## src/rtl/serial_adder_pkg.sv

```systemverilog
// serial_adder_pkg: state encoding and bit-counter sizing shared by the bit-serial adder
package serial_adder_pkg;
  typedef enum logic [1:0] {S_IDLE = 2'd0, S_SHIFT = 2'd1, S_DONE = 2'd2} state_t;
  function automatic int cnt_width(input int w);
    return (w > 1) ? $clog2(w) : 1;
  endfunction
endpackage

```

## src/rtl/serial_adder_full_adder.sv

```systemverilog
// full_adder: 1-bit full adder cell driven one bit per cycle by the serial adder
module full_adder (
  input  logic a,
  input  logic b,
  input  logic cin,
  output logic s,
  output logic cout
);
  assign s = a ^ b ^ cin;
  assign cout = (a & b) | (cin & (a ^ b));
endmodule

```

## src/rtl/serial_adder.sv

```systemverilog
// serial_adder: LSB-first bit-serial adder, WIDTH cycles per add; SERIAL_ADDER_OVF_EN adds a signed-overflow output
module serial_adder
  import serial_adder_pkg::*;
#(
  parameter int WIDTH = 8
) (
  input  logic             clk,
  input  logic             rst_n,
  input  logic             start,
  input  logic [WIDTH-1:0] A,
  input  logic [WIDTH-1:0] B,
  input  logic             Cin,
  output logic             busy,
  output logic             done,
  output logic [WIDTH-1:0] sum,
  output logic             Cout
`ifdef SERIAL_ADDER_OVF_EN
  ,
  output logic             ovf
`endif
);
  localparam int CNT_W = cnt_width(WIDTH);
  state_t state, state_nx;
  logic [WIDTH-1:0] a_sr, b_sr, res_sr, res_nx;
  logic [CNT_W-1:0] cnt;
  logic carry, fa_s, fa_cout, load, last;
  full_adder u_fa (.a(a_sr[0]), .b(b_sr[0]), .cin(carry), .s(fa_s), .cout(fa_cout));
  assign load = start && (state != S_SHIFT);
  assign last = (state == S_SHIFT) && (cnt == CNT_W'(WIDTH - 1));
  assign res_nx = WIDTH'({fa_s, res_sr} >> 1);
  assign busy = (state == S_SHIFT);
  assign done = (state == S_DONE);
  // state register
  always_ff @(posedge clk or negedge rst_n)
    if (!rst_n) state <= S_IDLE;
    else state <= state_nx;
  // accept start outside SHIFT, leave SHIFT after the top bit, DONE lasts one cycle
  always_comb begin
    state_nx = S_IDLE;
    state_nx = load ? S_SHIFT : (state == S_SHIFT) ? (last ? S_DONE : S_SHIFT) : S_IDLE;
  end
  // operand shifters, inter-bit carry and bit counter
  always_ff @(posedge clk or negedge rst_n)
    if (!rst_n) begin
      a_sr <= '0;
      b_sr <= '0;
      res_sr <= '0;
      carry <= 1'b0;
      cnt <= '0;
    end else if (load) begin
      a_sr <= A;
      b_sr <= B;
      carry <= Cin;
      cnt <= '0;
    end else if (busy) begin
      a_sr <= a_sr >> 1;
      b_sr <= b_sr >> 1;
      res_sr <= res_nx;
      carry <= fa_cout;
      cnt <= cnt + CNT_W'(1);
    end
  // visible result changes only on the completing edge
  always_ff @(posedge clk or negedge rst_n)
    if (!rst_n) begin
      sum <= '0;
      Cout <= 1'b0;
    end else if (last) begin
      sum <= res_nx;
      Cout <= fa_cout;
    end
`ifdef SERIAL_ADDER_OVF_EN
  // signed overflow: carry into the top bit differs from carry out of it
  always_ff @(posedge clk or negedge rst_n)
    if (!rst_n) ovf <= 1'b0;
    else if (last) ovf <= carry ^ fa_cout;
`endif
endmodule
```

## config.mk

```make
export PLATFORM = sky130hd
export DESIGN_NAME = serial_adder
export DESIGN_NICKNAME = d
export VERILOG_FILES = /design/src/rtl/serial_adder_pkg.sv /design/src/rtl/serial_adder_full_adder.sv /design/src/rtl/serial_adder.sv
export SDC_FILE = /design/constraint.sdc
export NUM_CORES = 1
export LEC_CHECK = 0
export ABC_AREA = 1
export CORE_MARGIN = 2
export CORE_UTILIZATION = 53
export CTS_BUF_LIST = sky130_fd_sc_hd__clkbuf_2
export CTS_CLUSTER_SIZE = 24
export DETAILED_ROUTE_END_ITERATION = 7
export GPL_TIMING_DRIVEN = 1
export PLACE_DENSITY = 0.9
export SYNTH_ARGS = -nofsm -noshare
export SYNTH_HDL_FRONTEND = slang
export SYNTH_HIERARCHICAL = 1
export SYNTH_SLANG_ARGS = --single-unit
```

## constraint.sdc

```tcl
create_clock -name clk -period 1.55 [get_ports clk]
set_clock_uncertainty 0.05 [all_clocks]
set_input_delay 0.31 -clock clk [delete_from_list [all_inputs] [get_ports clk]]
set_output_delay 0.31 -clock clk [all_outputs]
set_load 0.005 [all_outputs]
```

==> summary.md, run 1 <==
| Metric | Value |
|---|---|
| Outcome | finished, final reports clean |
| Max-cap violations | 0 |
| Most frequent cell after synthesis | nand2_1 |
| Io pins | 31 |
| Synth top area share | 0.568 |
| Peak VDD IR | 0.885 mV |
| Placement Cell Area | 1950 µm² |
| First-pass DRT Iterations | 4 |
| Synth-to-layout area growth | 20.3% |
| Crit share post-route | 0.995 |
| H-Tree Depth | 2 |
| Seq/Total Area, Yosys | 0.568 |
| Synthesis-stage register bit count | 38 |
| Fill count | approximately 260 |
| Share of cells above drive strength 1 | 0.0977 |
| Unrepaired setup endpoints after global routing | yes |
| Antenna violations before repair | 0 |
| Fin. Hold Viols | 0 |
| Clk_lat worst skew | 0.38 ns |
| Die Y | 60.2 µm |
| Global route total overflow | 0 |
| Worst hold path depth | 3 |
| Number of core rows | 20 |
| Relative slew slack | 0.581 |
| Die area | 3620 µm² |
| Post-DRT Antenna Nets | 0 |
| Core ar. | 3030 µm² |
| Leakage power | ~1 nW |
| CTS max path bufs | 2 |
| Worst Hold Class | primary input to flop |
| Placed Cells | 248 |
| Async SR Flop Fraction | 1.00 |
| WL final | 3070 µm |
| Final setup viols | 0 |
| Mapped Nets | 205 |
| # diodes | 0 |
| Worst-path clk slew | 0.17 ns |
| TritonCTS clock tree | yes |
| HP Start | B[7] |
| Area leader, netlist | dfrtp_1 |
| Cell Pwr Density | approximately 1700 nW/µm² |
| FF+latch area | about 950 µm² |
| Drt via density | 4.98 |
| Fin cells | between 200 and 300 |
| Final GP Congestion | about 0.73 |
| Vias in the first global route | 1,166 |
| Crit-path max FO | 2 |
| Initial DRC count | 30 |
| Flop2flop setup slack | 0.11 ns |
| CP endpoint kind | output pin |
| Reg2reg end | cnt[0] |
| Root Buffer | clkbuf_2 |
| Worst Setup Start Kind | flop |
| Largest net degree at the start of global routing | 47 |
| Hold Path Sink | b_sr[7] |
| Mapped Cells | 182 |
| CTS Sinks | 38 |
| Post-synth top cells | nand2_1, nand3_1, dfrtp_1 |
| Hpwl dp | between 1500 and 2000 µm |
| Hold WS | 0.405 ns |
| Avg Cell Area, Syn | slightly above 9 µm² |
| Final Critical Period | ~1.5 ns |
| Worst Tran Pin Value | ~0.63 ns |
| Reg-to-Reg Start | state[1] |
| Port Buffer Count | 30 |
| Die W | 60.2 µm |
| Distinct cells, synth | 17 |
| Cell area after synthesis | 1670 µm² |
| DRC errors left | 0 |
| Initial Util | 0.553 |
| Num CTS Buffers | 5 |
| Multi-input logic area | 598 µm² |
| Critical Path RT | 1.19 ns |
| Worst Path Arrival | 1.18 ns |
| WS Path Type | flop to output pin |
| Vias | 1,290 |
| WL/cell | around 12 µm |
| Max Fclk | between 0.6 and 0.7 GHz |
| Final net count | 239 |
| Final instance area | 2010 µm² |
| Predominant post-synthesis flop cell | dfrtp_1 |
| First-pass GRT wire length | 5140 µm |
| GRT Overall Usage | 0.194 |
| Synth top area cells | dfrtp_1, nand3_1, nand2_1, buf_6, buf_4 |
| Number of synthesis warnings | 6 |
| R2R depth | 6 |
| Post-synth EDFFs | 0 |
| Slew Limit Fails | 0 |
## worst max-delay path by stage
stage	startpoint	to	slack (ns)	depth (start not counted)
finish	state[1]	busy	0.007	3
global route	state[1]	busy	-0.06	3
CTS	state[1]	busy	0.004	3
detailed placement	cnt[0]	sum[7]	-0.06	6
global placement	start	carry	-0.04	4
floorplan	cnt[0]	sum[3]	0.29	7
## state kept, by name, indices dropped and copies added, names as in the netlist
signal  flops
b_sr        8
a_sr        8
state       2
res_sr      7
sum         8
cnt         3
carry       1
Cout        1
## metal layers
layer,track usage,vias to the layer above,part of all wire
li1,-,658,-
met3,0.0649,5,0.042
met2,0.303,31,0.48
met5,0,-,0
met1,0.257,596,0.46
met4,0.0571,0,0.013
## kinds of logic after synthesis
group                    after synthesis  share of synthesized area
AO/OA/AOI/OAI                          8                     0.0239
adder cells (fa/ha/maj)                3                     0.0269
buffers and inverters                 19                     0.0792
flip-flops                            38                      0.568
AND/OR/NAND/NOR                      114                      0.302
## where the power goes
| part | switching (mW) | internal, mW | leakage, nW |
|---|---|---|---|
| combinational | 0.820 | 0.610 | 0.513 |
| sequential | 0.248 | 1.42 | 0.490 |
| clock | 0.292 | 0.0895 | 0.0223 |
| total | 1.36 | 2.11 | 1.03 |
## worst max-delay path: stages, from the launching register on
cell	delay (ns)
dfrtp_1	0.46
buf_6	0.14
nor2_4	0.08
buf_2	0.12
## timing repair
item / CTS / global route
pin swaps: 1 / 0
hold buffers: 1 / 0
buffers inserted: 4 / 0
endpoints found under the setup margin: 21 / 3
hold endpoints to repair: 38 / 0
resized for setup: 18 / 4
## cell usage in the layout, fill, tap and decap left out, drive strengths merged
cell / instances
nand2: 59
nand3: 52
dfrtp: 38
clkdlybuf4s50: 18
buf: 11
dlygate4sd2: 9
inv: 7
o21ai: 7
clkbuf: 5
nor2: 3
ha: 2
a21oi: 1
clkinv: 1
dlygate4sd3: 1
fa: 1
## cell type report
type | instances | area share
Timing Repair Buffer | 39 | 0.175
Sequential cell | 38 | 0.472
Inverter | 7 | 0.0143
Clock inverter | 1 | 0.00186
Multi-Input combinational cell | 125 | 0.297
Tap cell | 44 | 0.0273
Clock buffer | 5 | 0.0124
## metrics by stage
step | setup TNS [ns] | worst slack [ns] | utilization | total power, mW
after floorplan | 0 | 0.295 | - | 2.75
after global placement | -0.368 | -0.0431 | 0.643 | 3.06
after detailed placement | -0.689 | -0.0592 | 0.643 | 3.12
after CTS | 0 | 0.00425 | 0.660 | 3.47
after global routing | -0.111 | -0.0576 | 0.665 | 3.82
final | 0 | 0.00742 | 0.665 | 3.47
No activity file was read; power rests on OpenSTA's default activity.
==> inputs of run 2 (changes only) <==
--- a/config.mk
+++ b/config.mk
@@ -5,9 +5,8 @@
 export SDC_FILE = /design/constraint.sdc
 export NUM_CORES = 1
 export LEC_CHECK = 0
-export ABC_AREA = 1
 export CORE_MARGIN = 2
-export CORE_UTILIZATION = 53
+export CORE_UTILIZATION = 54
 export CTS_BUF_LIST = sky130_fd_sc_hd__clkbuf_2
 export CTS_CLUSTER_SIZE = 24
 export DETAILED_ROUTE_END_ITERATION = 7
==> run 2 against run 1 <==
- the run now ends with negative setup slack left
- critical path depth up 2
- register-to-register slack lost 0.11 ns
- die area up 6.0%
- sequential share of layout area fell by 6.2 points
- largest cell class unchanged
- largest power group is now combinational cells
==> summary.md, run 2 <==
| Metric | Value |
|---|---|
| Failing checks | negative setup slack |
| Largest net degree at the start of global routing | 26 (-45%) |
| Final net count | 176 (-26%) |
| Slew Limit Fails | 0 (unchanged) |
| CP endpoint kind | flop |
| Fin. Hold Viols | 0 (unchanged) |
| Worst Setup Start Kind | flop |
| Placement Cell Area | 2200 µm² (+13%) |
| Final instance area | 2320 µm² (+15%) |
| Synth top area share | 0.524 (-0.0442) |
| CTS Sinks | 38 (unchanged) |
| Crit-path max FO | 5 (+3) |
| Post-DRT Antenna Nets | 0 (unchanged) |
| Hpwl dp | 2070 µm (+7.3%) |
| Fill count | 234 (-9.7%) |
| WL/cell | 16.4 µm (+38%) |
| Compound-gate portion of the synthesized area | 0 (-0.0239) |
| Synth Area in Simple Gates | 0.0255 (-0.276) |
| Final setup viols | 2 (+2) |
| Synthesis-stage register bit count | 38 (unchanged) |
| Final GP Congestion | 0.799 (+9.1%) |
| Flop2flop setup slack | -0.003 ns (-0.11 ns) |
| Worst Path Arrival | 1.77 ns (+0.59 ns) |
| Vias | 1,018 (-21%) |
| Crit share post-route | 1.00 (+0.00662) |
| First-pass GRT wire length | 5340 µm (+3.9%) |
| Avg Cell Area, Syn | 16.5 µm² (+79%) |
| Post-synth top cells | dfrtp_1, mux2_4, mux2_2 |
| Die Y | 62.0 µm (+3.0%) |
| Max Fclk | 0.644 GHz (-0.66%) |
| Port Buffer Count | 30 (unchanged) |
| Number of synthesis warnings | 6 (unchanged) |
| Root Buffer | clkbuf_2 |
| # diodes | 0 (unchanged) |
| Predominant post-synthesis flop cell | dfrtp_1 |
| First-pass DRT Iterations | 4 (unchanged) |
| TritonCTS clock tree | yes |
| Seq/Total Area, Yosys | 0.524 (-0.0442) |
| Distinct cells, synth | 13 (-4) |
| Worst Tran Pin Value | 0.490 ns (-0.138 ns) |
| Area leader, netlist | dfrtp_1 |
| Final Critical Period | 1.55 ns (+0.0103 ns) |
| DRC errors left | 0 (unchanged) |
| GRT Overall Usage | 0.199 (+0.00499) |
| Final setup margin | -0.00284 ns (-0.0103 ns) |
| Total power | 4.05 mW (+17%) |
| Max-cap violations | 0 (unchanged) |
| WS Path Type | flop to flop |
| Cell area after synthesis | 1820 µm² (+8.4%) |
| R2R depth | 5 (-1) |
| Mapped Cells | 110 (-40%) |
| Num CTS Buffers | 5 (unchanged) |
| Most frequent cells in the layout | mux2_4, dfrtp_1, clkdlybuf4s50_1 |
| Initial DRC count | 44 (+47%) |
| Post-synth EDFFs | 0 (unchanged) |
| Multiplexer share of the synthesized area | 0.386 (+0.386) |
| Async SR Flop Fraction | 1.00 (unchanged) |
| XOR/XNOR Fraction of Synth Area | 0 (unchanged) |
| Largest family of logic cells by synthesized area | multiplexers |
| Synth top area cells | dfrtp_1, mux2_4, mux2_2, buf_6, mux2i_1 |
| H-Tree Depth | 2 (unchanged) |
| Biggest regs | a_sr: 8 flops, b_sr: 8 flops, sum: 8 flops |
| WL final | 3270 µm (+6.7%) |
| Cell Pwr Density | 1750 nW/µm² (+1.3%) |
| Clk_lat worst skew | 0.39 ns (about the same) |
| Peak VDD IR | 1.16 mV (+32%) |
| Antenna violations before repair | 0 (unchanged) |
| Critical Path RT | 1.77 ns (+0.58 ns) |
| Initial Util | 0.553 (about the same) |
| Vias in the first global route | 1,098 (-5.8%) |
| Worst-path clk slew | 0.20 ns (+0.03 ns) |
| Io pins | 31 (unchanged) |
| Synth Area in Adders | 0.0248 (-0.00210) |
| Reg-to-Reg Start | cnt[0] |
| Die W | 62.0 µm (+3.0%) |
| Leakage power | 1.15 nW (+12%) |
| Core ar. | 3280 µm² (+8.5%) |
| Unrepaired setup endpoints after global routing | yes |
| Number of core rows | 21 (+5.0%) |
| Global route total overflow | 0 (unchanged) |
| Reg2reg end | sum[0] |
| Most frequent cell after synthesis | dfrtp_1 |
| Die area | 3840 µm² (+6.0%) |
| Worst Hold Class | primary input to async pin |
| CTS max path bufs | 2 (unchanged) |
| Synth-to-layout area growth | 27.8% |
| Outcome | complete, but fails checks |
| Relative slew slack | 0.673 (+0.0924) |
| Drt via density | 5.09 (+2.2%) |
| Commonest non-fill, non-tap cell in the layout | mux2_4 |
| Share of cells above drive strength 1 | 0.474 (+0.376) |
| Mapped Nets | 133 (-35%) |
==> run 2: cell count changes in the layout (fill, tap and decap cells not counted), moves of 3 or more <==
cell | before | now
nand2_1 | 57 | 0
nand3_1 | 52 | 0
mux2_4 | 0 | 41
mux2_2 | 0 | 7
inv_1 | 6 | 2
mux2i_1 | 0 | 4
o21ai_1 | 4 | 0
buf_6 | 2 | 5
nor2b_1 | 0 | 3
o21ai_0 | 3 | 0
==> run 2: worst max-delay path, cell delays in order (launching register included) <==
cell      delay [ns]
dfrtp_1         0.43
ha_2            0.19
ha_4            0.16
nand3b_1        0.14
buf_6           0.16
mux2_4          0.30
==> run 2: final cells by class <==
| type | count | area [µm²] | share of cell area |
|---|---|---|---|
| clock buffers | 6 | 30.0 | 0.0129 |
| clock inverters | 2 | 8.76 | 0.00378 |
| inverters | 3 | 11.3 | 0.00485 |
| multi-input cells | 63 | 848 | 0.366 |
| flip-flops and latches | 38 | 951 | 0.410 |
| well taps | 46 | 57.6 | 0.0248 |
| repair buffers | 42 | 413 | 0.178 |
==> run 2: cell families after synthesis <==
logic type    after synthesis
mux                        52
fa+ha+maj                   3
simple gates                8
flops                      38
buf+inv                     9
==> run 2: how the worst max path moves through the flow <==
stage / startpoint / to / slack, ns
after CTS: cnt[0] / sum[0] / -0.05
after global placement: start / a_sr[1] / -0.22
after floorplan: cnt[0] / Cout / 0.02
final: cnt[0] / sum[0] / -0.003
after detailed placement: start / a_sr[4] / -0.25
after global routing: cnt[0] / sum[1] / -0.06
==> run 2: what timing repair did <==
| item | in CTS | in global routing |
|---|---|---|
| setup buffers | 4 | 1 |
| pin swaps | 0 | 2 |
| resized for setup | 30 | 6 |
| hold buffers | 1 | 0 |
| hold endpoints to repair | 20 | 0 |
| cloned | 1 | 0 |
| setup endpoints to repair | 20 | 14 |
==> run 2: metrics by stage <==
step	cells	hold WS [ns]	setup slack (ns)	utilization	TNS (ns)
after global placement	187	0.232	-0.220	0.669	-3.32
after CTS	201	0.338	-0.0462	0.715	-0.259
after floorplan	110	-0.0356	0.0243	-	0
after global routing	200	0.357	-0.0588	0.706	-0.327
after detailed placement	187	0.247	-0.251	0.669	-3.89
final	200	0.335	-0.00284	0.706	-0.00469
==> run 2: metal layers <==
metal,vias to the layer above,GRT usage,wire [µm],part of all wire
li1,469,-,-,-
met2,22,0.311,1660,0.51
met4,0,0.0547,4,0.0012
met1,525,0.274,1470,0.45
met5,-,0,0,0
met3,2,0.0559,136,0.042
==> run 2: report_power, final <==
part	total, mW	switching (mW)	internal, mW
combinational	1.92	0.616	1.31
clock	0.421	0.310	0.111
sequential	1.71	0.282	1.43
